$ cat config.mk
export PLATFORM = sky130hd
export DESIGN_NAME = miss_handler_flat
export DESIGN_NICKNAME = d
export VERILOG_FILES = /design/src/rtl/miss_handler_pkg.sv /design/src/rtl/miss_handler_if.sv /design/src/rtl/miss_handler_sat_counter.sv /design/src/rtl/miss_handler.sv /design/src/flat_wrapper.sv
export SDC_FILE = /design/constraint.sdc
export NUM_CORES = 1
export LEC_CHECK = 0
export BUFFER_PORTS_ARGS = -buffer_cell sky130_fd_sc_hd__buf_4
export CELL_PAD_IN_SITES_DETAIL_PLACEMENT = 1
export CELL_PAD_IN_SITES_GLOBAL_PLACEMENT = 1
export CORE_MARGIN = 5
export CORE_UTILIZATION = 43
export CTS_BUF_LIST = sky130_fd_sc_hd__clkbuf_8 sky130_fd_sc_hd__clkbuf_16
export CTS_CLUSTER_DIAMETER = 40
export DETAILED_ROUTE_END_ITERATION = 6
export PLACE_DENSITY = 0.95
export SETUP_SLACK_MARGIN = 0.5
export SLEW_MARGIN = 40
export SYNTH_ARGS = -nofsm -noshare
export SYNTH_HDL_FRONTEND = slang
export SYNTH_HIERARCHICAL = 1
export SYNTH_SLANG_ARGS = --single-unit
$ cat constraint.sdc
create_clock -name clk -period 4 [get_ports clk]
set_clock_uncertainty 0.1 [all_clocks]
set_input_delay 0.4 -clock clk [delete_from_list [all_inputs] [get_ports clk]]
set_output_delay 0.4 -clock clk [all_outputs]
set_load 0.02 [all_outputs]
$ cat src/rtl/miss_handler_pkg.sv
// Shared types and sizing for the cache miss handler.
// Imported by the interface, the counter and the top.
package miss_handler_pkg;

  localparam int DEF_ADDR_W = 11;
  localparam int DEF_DATA_W = 8;
  localparam int CNT_W      = 16;

  typedef enum logic [2:0] {
    IDLE,
    LOOKUP,
    CHECK,
    MEM,
    FILL,
    RESP
  } state_t;

endpackage

$ cat src/rtl/miss_handler_if.sv
// Memory-side request/acknowledge bus of the miss handler.
// master = miss handler, slave = backing memory.
interface miss_handler_if
  import miss_handler_pkg::*;
#(
  parameter int ADDR_W = DEF_ADDR_W,
  parameter int DATA_W = DEF_DATA_W
);

  logic              mem_req;
  logic              mem_we;
  logic [ADDR_W-1:0] mem_addr;
  logic [DATA_W-1:0] mem_wdata;
  logic              mem_ack;
  logic [DATA_W-1:0] mem_rdata;

  modport master (
    output mem_req,
    output mem_we,
    output mem_addr,
    output mem_wdata,
    input  mem_ack,
    input  mem_rdata
  );

  modport slave (
    input  mem_req,
    input  mem_we,
    input  mem_addr,
    input  mem_wdata,
    output mem_ack,
    output mem_rdata
  );

endinterface

$ cat src/rtl/miss_handler_sat_counter.sv
// Saturating up-counter with asynchronous active-low clear.
// Holds at all-ones instead of wrapping.
module sat_counter
  import miss_handler_pkg::*;
#(
  parameter int W = CNT_W
) (
  input  logic         clk,
  input  logic         rst_n,
  input  logic         inc,
  output logic [W-1:0] cnt
);

  always_ff @(posedge clk or negedge rst_n) begin
    if (!rst_n) begin
      cnt <= '0;
    end else if (inc && !(&cnt)) begin
      cnt <= cnt + W'(1);
    end
  end

endmodule

$ cat src/rtl/miss_handler.sv
// Blocking single-request cache miss handler: lookup, memory
// fill / write-through, cache allocate, one-cycle completion.
module miss_handler
  import miss_handler_pkg::*;
#(
  parameter int ADDR_W = DEF_ADDR_W,
  parameter int DATA_W = DEF_DATA_W
) (
  input  logic              clk,
  input  logic              rst_n,
  input  logic              cpu_req,
  input  logic              cpu_we,
  input  logic [ADDR_W-1:0] cpu_addr,
  input  logic [DATA_W-1:0] cpu_wdata,
  output logic              cpu_ready,
  output logic              cpu_valid,
  output logic [DATA_W-1:0] cpu_rdata,
  output logic              cpu_miss,
  output logic [ADDR_W-1:0] c_addr,
  output logic [DATA_W-1:0] c_din,
  output logic              c_we,
  input  logic [DATA_W-1:0] c_dout,
  input  logic              c_hit,
  miss_handler_if.master    mem,
  output logic [CNT_W-1:0]  hit_cnt,
  output logic [CNT_W-1:0]  miss_cnt
);

  state_t            state;
  logic [ADDR_W-1:0] addr_q;
  logic              we_q;
  logic [DATA_W-1:0] wdata_q;
  logic [DATA_W-1:0] data_q;
  logic [DATA_W-1:0] rdata_q;
  logic              miss_q;
  logic              hit_inc;
  logic              miss_inc;

  always_ff @(posedge clk or negedge rst_n) begin
    if (!rst_n) begin
      state   <= IDLE;
      addr_q  <= '0;
      we_q    <= 1'b0;
      wdata_q <= '0;
      data_q  <= '0;
      rdata_q <= '0;
      miss_q  <= 1'b0;
    end else begin
      unique case (state)
        IDLE: begin
          if (cpu_req) begin
            addr_q  <= cpu_addr;
            we_q    <= cpu_we;
            wdata_q <= cpu_wdata;
            state   <= cpu_we ? MEM : LOOKUP;
          end
        end
        LOOKUP: state <= CHECK;
        CHECK: begin
          if (c_hit) begin
            data_q  <= c_dout;
            rdata_q <= c_dout;
            miss_q  <= 1'b0;
            state   <= RESP;
          end else begin
            state <= MEM;
          end
        end
        MEM: begin
          // writes allocate their own data, reads take the fill
          if (mem.mem_ack) begin
            data_q <= we_q ? wdata_q : mem.mem_rdata;
            miss_q <= 1'b1;
            state  <= FILL;
          end
        end
        FILL: begin
          rdata_q <= data_q;
          state   <= RESP;
        end
        RESP: state <= IDLE;
        default: state <= IDLE;
      endcase
    end
  end

  assign cpu_ready = (state == IDLE);
  assign cpu_valid = (state == RESP);
  assign cpu_miss  = cpu_valid & miss_q;
  assign cpu_rdata = rdata_q;

  assign c_addr = addr_q;
  assign c_din  = data_q;
  assign c_we   = (state == FILL);

  assign mem.mem_req   = (state == MEM);
  assign mem.mem_we    = (state == MEM) & we_q;
  assign mem.mem_addr  = addr_q;
  assign mem.mem_wdata = wdata_q;

  assign hit_inc  = (state == CHECK) & c_hit;
  assign miss_inc = (state == CHECK) & ~c_hit;

  sat_counter #(.W(CNT_W)) u_hit_cnt (
    .clk   (clk),
    .rst_n (rst_n),
    .inc   (hit_inc),
    .cnt   (hit_cnt)
  );

  sat_counter #(.W(CNT_W)) u_miss_cnt (
    .clk   (clk),
    .rst_n (rst_n),
    .inc   (miss_inc),
    .cnt   (miss_cnt)
  );

endmodule
$ cat src/flat_wrapper.sv
// flat-port wrapper written by rule: the top's interface ports become plain ports
module miss_handler_flat import miss_handler_pkg::*;
#(
  parameter int ADDR_W = DEF_ADDR_W,
  parameter int DATA_W = DEF_DATA_W
)
  (clk, rst_n, cpu_req, cpu_we, cpu_addr, cpu_wdata, cpu_ready, cpu_valid, cpu_rdata, cpu_miss, c_addr, c_din, c_we, c_dout, c_hit, hit_cnt, miss_cnt, mem_mem_req, mem_mem_we, mem_mem_addr, mem_mem_wdata, mem_mem_ack, mem_mem_rdata);
  miss_handler_if #(.ADDR_W(ADDR_W), .DATA_W(DATA_W)) mem_i ();
  input  logic clk;
  input  logic rst_n;
  input  logic cpu_req;
  input  logic cpu_we;
  input  logic [ADDR_W-1:0] cpu_addr;
  input  logic [DATA_W-1:0] cpu_wdata;
  output logic cpu_ready;
  output logic cpu_valid;
  output logic [DATA_W-1:0] cpu_rdata;
  output logic cpu_miss;
  output logic [ADDR_W-1:0] c_addr;
  output logic [DATA_W-1:0] c_din;
  output logic c_we;
  input  logic [DATA_W-1:0] c_dout;
  input  logic c_hit;
  output logic [CNT_W-1:0] hit_cnt;
  output logic [CNT_W-1:0] miss_cnt;
  output wire logic [$bits(mem_i.mem_req)-1:0] mem_mem_req;
  output wire logic [$bits(mem_i.mem_we)-1:0] mem_mem_we;
  output wire logic [$bits(mem_i.mem_addr)-1:0] mem_mem_addr;
  output wire logic [$bits(mem_i.mem_wdata)-1:0] mem_mem_wdata;
  input wire logic [$bits(mem_i.mem_ack)-1:0] mem_mem_ack;
  input wire logic [$bits(mem_i.mem_rdata)-1:0] mem_mem_rdata;
  assign mem_mem_req = mem_i.mem_req;
  assign mem_mem_we = mem_i.mem_we;
  assign mem_mem_addr = mem_i.mem_addr;
  assign mem_mem_wdata = mem_i.mem_wdata;
  assign mem_i.mem_ack = mem_mem_ack;
  assign mem_i.mem_rdata = mem_mem_rdata;
  miss_handler #(.ADDR_W(ADDR_W), .DATA_W(DATA_W)) u_core (.clk(clk), .rst_n(rst_n), .cpu_req(cpu_req), .cpu_we(cpu_we), .cpu_addr(cpu_addr), .cpu_wdata(cpu_wdata), .cpu_ready(cpu_ready), .cpu_valid(cpu_valid), .cpu_rdata(cpu_rdata), .cpu_miss(cpu_miss), .c_addr(c_addr), .c_din(c_din), .c_we(c_we), .c_dout(c_dout), .c_hit(c_hit), .mem(mem_i), .hit_cnt(hit_cnt), .miss_cnt(miss_cnt));
endmodule
# == Word level (Yosys, flattened, before mapping) ==
# Cells that the tools add are included.
# op_classes
n_mux,13
n_bitwise,5
n_eq_ne,8
add_sub_neg,2
reduce_logical,13
# ops
operator,count
"adder 16 x 1 -> 16 bit, second input constant",2
one-hot mux 8 bit (2 select lines),2
AND reduction 16 bit,2
two-way mux 8 bit,3
one-hot mux 3 bit (5 select lines),1
two-way mux 3 bit,3
"equality test 3 x 2 -> 1 bit, second input constant",2
"equality test 3 bit, second input constant",2
AND reduction 2 bit,3
bitwise AND 1 bit,4
"!= test 2 bit, second input constant",2
nonzero test 2 bit,2
"equality test 3 x 1 -> 1 bit, second input constant",1
zero test 3 bit,1
AND reduction 3 bit,1
logical AND 1 bit,2
zero test 1 bit,2
two-way mux 1 bit,2
two-way mux 2 bit,1
"!= test 2 x 1 -> 1 bit, second input constant",1
one-hot mux 1 bit (2 select lines),1
NOT 1 bit,1
# totals
inputBits,41
output_inout_bits,84
register_bits,72

# == Logic depth before layout (Yosys ltp) ==
# logic_depth
ltp_word,3
mapped_depth,7

# == Cells and area by module ==
# Netlist, hierarchy kept.
# by_module_without_submodules
mod,seq_area_each_um2,area_per_inst_um2,n_inst,cells_each
miss_handler,1001.0,2090.8,1,146
sat_counter,400.4,840.8,2,75

# == Least setup slack after synthesis ==
# No wires, ideal clock.
# synth_path
kind,register to register
startpoint,reg u_core.state[2]
endpoint,reg u_core.u_hit_cnt.cnt[15]
setup_ps,80
path_buffers,1
slack_ps,1753
stages_incl_launch_ff,8
t_required_ps,3820
t_arrival_ps,2067
cell_sequence,dfrtp_1 > buf_6 > nand2b_1 > nor3b_1 > and3_2 > nand3_1 > nor4_2 > xor2_1
# synth_between
elab_chain_cells,3
# synth_rtl
element,line_no,source
start: declaration,miss_handler.sv:29,state_t state;
start signal: assignment,miss_handler.sv:55,state <= cpu_we ? MEM : LOOKUP;
equality test 3 x 2 -> 1 bit,miss_handler.sv:101,assign hit_inc = (state == CHECK) & c_hit;
bitwise AND 1 bit,miss_handler.sv:101,
net u_core.hit_inc,miss_handler.sv:36,logic hit_inc;
logical AND 1 bit,miss_handler_sat_counter.sv:17,end else if (inc && !(&cnt)) begin
end signal: assignment,miss_handler_sat_counter.sv:18,cnt <= cnt + W'(1);
end: declaration,miss_handler_sat_counter.sv:11,output logic [W-1:0] cnt
# The timed path passes the listed nets, and every way through them passes these cells.
# A chain may end at the register's enable or synchronous reset.

# == Final worst setup path ==
# layout_path
startpoint,reg u_core.state[1]
endpoint,reg u_core.u_hit_cnt.cnt[15]
# The elaborated chain is that of the path after synthesis.

==> impl_metrics.json <==
{
  "status": "finished, violations left",
  "violations": "hold timing",
  "cts.sinks": 72,
  "cp_max_fo": 11,
  "rsz0062_at_grt": "no",
  "cp_cell_sequence": "nand2b_1 -> nor3b_1 -> and3_2 -> nand3_1 -> nor4_2 -> xor2_1",
  "cp-end-kind": "register",
  "first_pass_iters": 4,
  "cts_root_buf": "clkbuf_8",
  "finalSetupViolations": 0,
  "start_kind": "register",
  "io_buffers": 124,
  "htreeDepth": 3,
  "ys.warnings.count": 6,
  "antenna_found_initial": 0,
  "synth_edf_count": 0,
  "gp_congestion": 0.7944,
  "via_per_inst": 5.350,
  "clk_pin_slew_ns": 0.07,
  "rows": 34,
  "drt_iter0_markers": 70,
  "cts_tree": "yes",
  "grt_overflow_total": 0,
  "numCtsBuffers": 9,
  "synth_top_area_cell": "dfrtp_1",
  "routedWlPerCell_um": 19.04,
  "hold_viol": 20,
  "crit_arrival_ns": 2.86,
  "hold_class": "in -> async",
  "timing.fmax_mhz": 368.4,
  "fin_util_pct": 56.40,
  "placed_area_sq_um": 4681,
  "cts_setup_buffers": 0,
  "synth_top_area_share_pct": 47.76,
  "synth_seq_cells": 72,
  "insertion_delay_ns": 0.34,
  "synth_nets": 339,
  "first_global_vias": 3078,
  "fin_tns_setup_ns": 0,
  "cts-resized-gates": 0,
  "tightest_slew_ns": 0.6926,
  "period_minus_slack_ns": 2.714,
  "dieArea_sq_um": 10750,
  "vdd_ir_drop_max_mv": 0.3075,
  "dp_cells": 507,
  "p_leak_nw": 2.379,
  "dieHeight_um": 103.7,
  "ys_top_cells_by_area": "dfrtp_1, mux2_2, mux2_4",
  "postSynthCellCount": 296,
  "power_density_nw_per_um2": 718.3,
  "drive_above_1_share_pct": 54.46,
  "period_share_pct": 67.86,
  "synth_cell_types": 42,
  "grt_max_degree": 73,
  "stdcell_count": 523,
  "grt_pass1_wl_um": 16570,
  "fin_area_sq_um": 4871,
  "syn_avg_cell_area_sq_um": 12.74,
  "pin_count": 125,
  "gr-usage-all-layers_pct": 18.71,
  "maxCapViolCount": 0,
  "vias": 2798,
  "antennaDiodeCount": 0,
  "max_stage_delay_ns": 0.63,
  "initial_utilization_pct": 43.68,
  "drc": 0,
  "clockBufferDepth": 2,
  "hold_slack_ns": -0.02383,
  "layout_common_cells": "buf_4, dfrtp_1, mux2_2",
  "cp.required_ns": 4.15,
  "drv_slew": 0,
  "critPathKind": "reg -> reg",
  "slew_headroom_pct": 53.83,
  "final_common_cell": "buf_4",
  "crit_path_top_delay_cell": "nor3b_1",
  "nNetsFinal": 453,
  "total_power_mw": 3.499,
  "ant_nets": 0,
  "wirelength_um": 9959,
  "die_w_um": 103.7,
  "synth_async_sr_flop_share_pct": 100.0,
  "hpwl_um": 7512,
  "cts_hold_buf": 0,
  "synth_area_sq_um": 3772,
  "layout-area-overhead-vs-synth_pct": 29.12,
  "ys_seq_area_share_pct": 47.76,
  "yosys_most_used_dff": "dfrtp_1",
  "core_area_sq_um": 8636
}
metal layers:
layer	GRT usage, %	wire, um	vias up
li1	-	-	1281
met1	24.45	4454	1417
met2	30.56	4785	96
met3	5.597	665	4
met4	4.440	55	0
met5	0	0	-
worst paths after layout:
kind                                                       from                                    to  slack (ns)  cells after the start
worst min-delay path                                      rst_n          u_core/c_addr[0]$_DFFE_PN0P_       -0.02                      1
max in group asynchronous                                 rst_n  u_core/u_miss_cnt/cnt[3]$_DFFE_PN0P_        3.33                      1
worst max-delay path                u_core/state[1]$_DFFE_PN0P_  u_core/u_hit_cnt/cnt[15]$_DFFE_PN0P_        1.29                      6
min in group clk                                    mem_mem_ack           u_core/state[0]$_DFFE_PN0P_        0.16                      2
worst min register to register  u_core/cpu_rdata[2]$_DFFE_PN0P_       u_core/cpu_rdata[2]$_DFFE_PN0P_        0.41                      1
worst max register to register      u_core/state[1]$_DFFE_PN0P_  u_core/u_hit_cnt/cnt[15]$_DFFE_PN0P_        1.29                      6
report_power, final:
group / switching (mW) / leakage (nW) / total [mW] / internal [mW]
clock: 0.264 / 0.103 / 0.535 / 0.271
combinational: 0.833 / 1.37 / 1.68 / 0.844
sequential: 0.303 / 0.906 / 1.29 / 0.984
total: 1.40 / 2.38 / 3.50 / 2.10
state kept, by name, summed over array words and instances (netlist names):
signal / cells
u_core/cpu_rdata: 8
u_core/mem.mem_wdata: 8
u_core/c_addr: 11
u_core/miss_q: 1
u_core/u_hit_cnt/cnt: 16
u_core/c_din: 8
u_core/state: 3
u_core/u_miss_cnt/cnt: 16
u_core/we_q: 1
worst max-delay path, delay by kind of cell (launching register included):
family	cells	cell delay, ns
DFF	1	0.58
and+or+nand+nor	5	1.74
xor gates and xnor gates	1	0.21
cell type report:
| cell class | instances | area [sq um] |
|---|---|---|
| Fill cell | 919 | 3765 |
| Multi-Input combinational cell | 200 | 1804 |
| Sequential cell | 72 | 1802 |
| Timing Repair Buffer | 124 | 934.6 |
| Clock buffer | 12 | 165.2 |
| Tap cell | 108 | 135.1 |
| Clock inverter | 4 | 18.77 |
| Inverter | 3 | 11.26 |
cells by family after synthesis:
group,after synthesis,synth area share (%)
DFF,72,47.76
buffers and inverters,24,4.610
muxes,69,22.26
xor gates and xnor gates,22,5.108
adders and majority gates,2,0.6632
and+or+nand+nor,93,17.11
AOI/OAI and AO/OA,14,2.488
cell usage after synthesis, types with 3 or more instances:
| cell | number |
|---|---|
| dfrtp_1 | 72 |
| nand2b_1 | 6 |
| mux2_4 | 16 |
| nor3b_1 | 3 |
| nand4_1 | 6 |
| nand2_1 | 9 |
| buf_4 | 13 |
| buf_2 | 3 |
| and4_1 | 4 |
| xnor2_1 | 6 |
| nor2_1 | 15 |
| nand3_1 | 12 |
| nand4_2 | 4 |
| and2_1 | 3 |
| nor3_1 | 12 |
| o21ai_0 | 4 |
| buf_6 | 4 |
| nor4_2 | 4 |
| mux2_2 | 50 |
| inv_1 | 3 |
| a21oi_1 | 4 |
| xor2_1 | 16 |
stage by stage:
stage,setup WS [ns],hold slack [ns]
after global routing,1.086,0.02836
after floorplan,1.753,0.004409
after global placement,1.596,0.3928
final,1.286,-0.02383
after detailed placement,1.380,0.3728
after CTS,1.384,0.003538
Note: power is estimated with default switching activity, not from simulation.
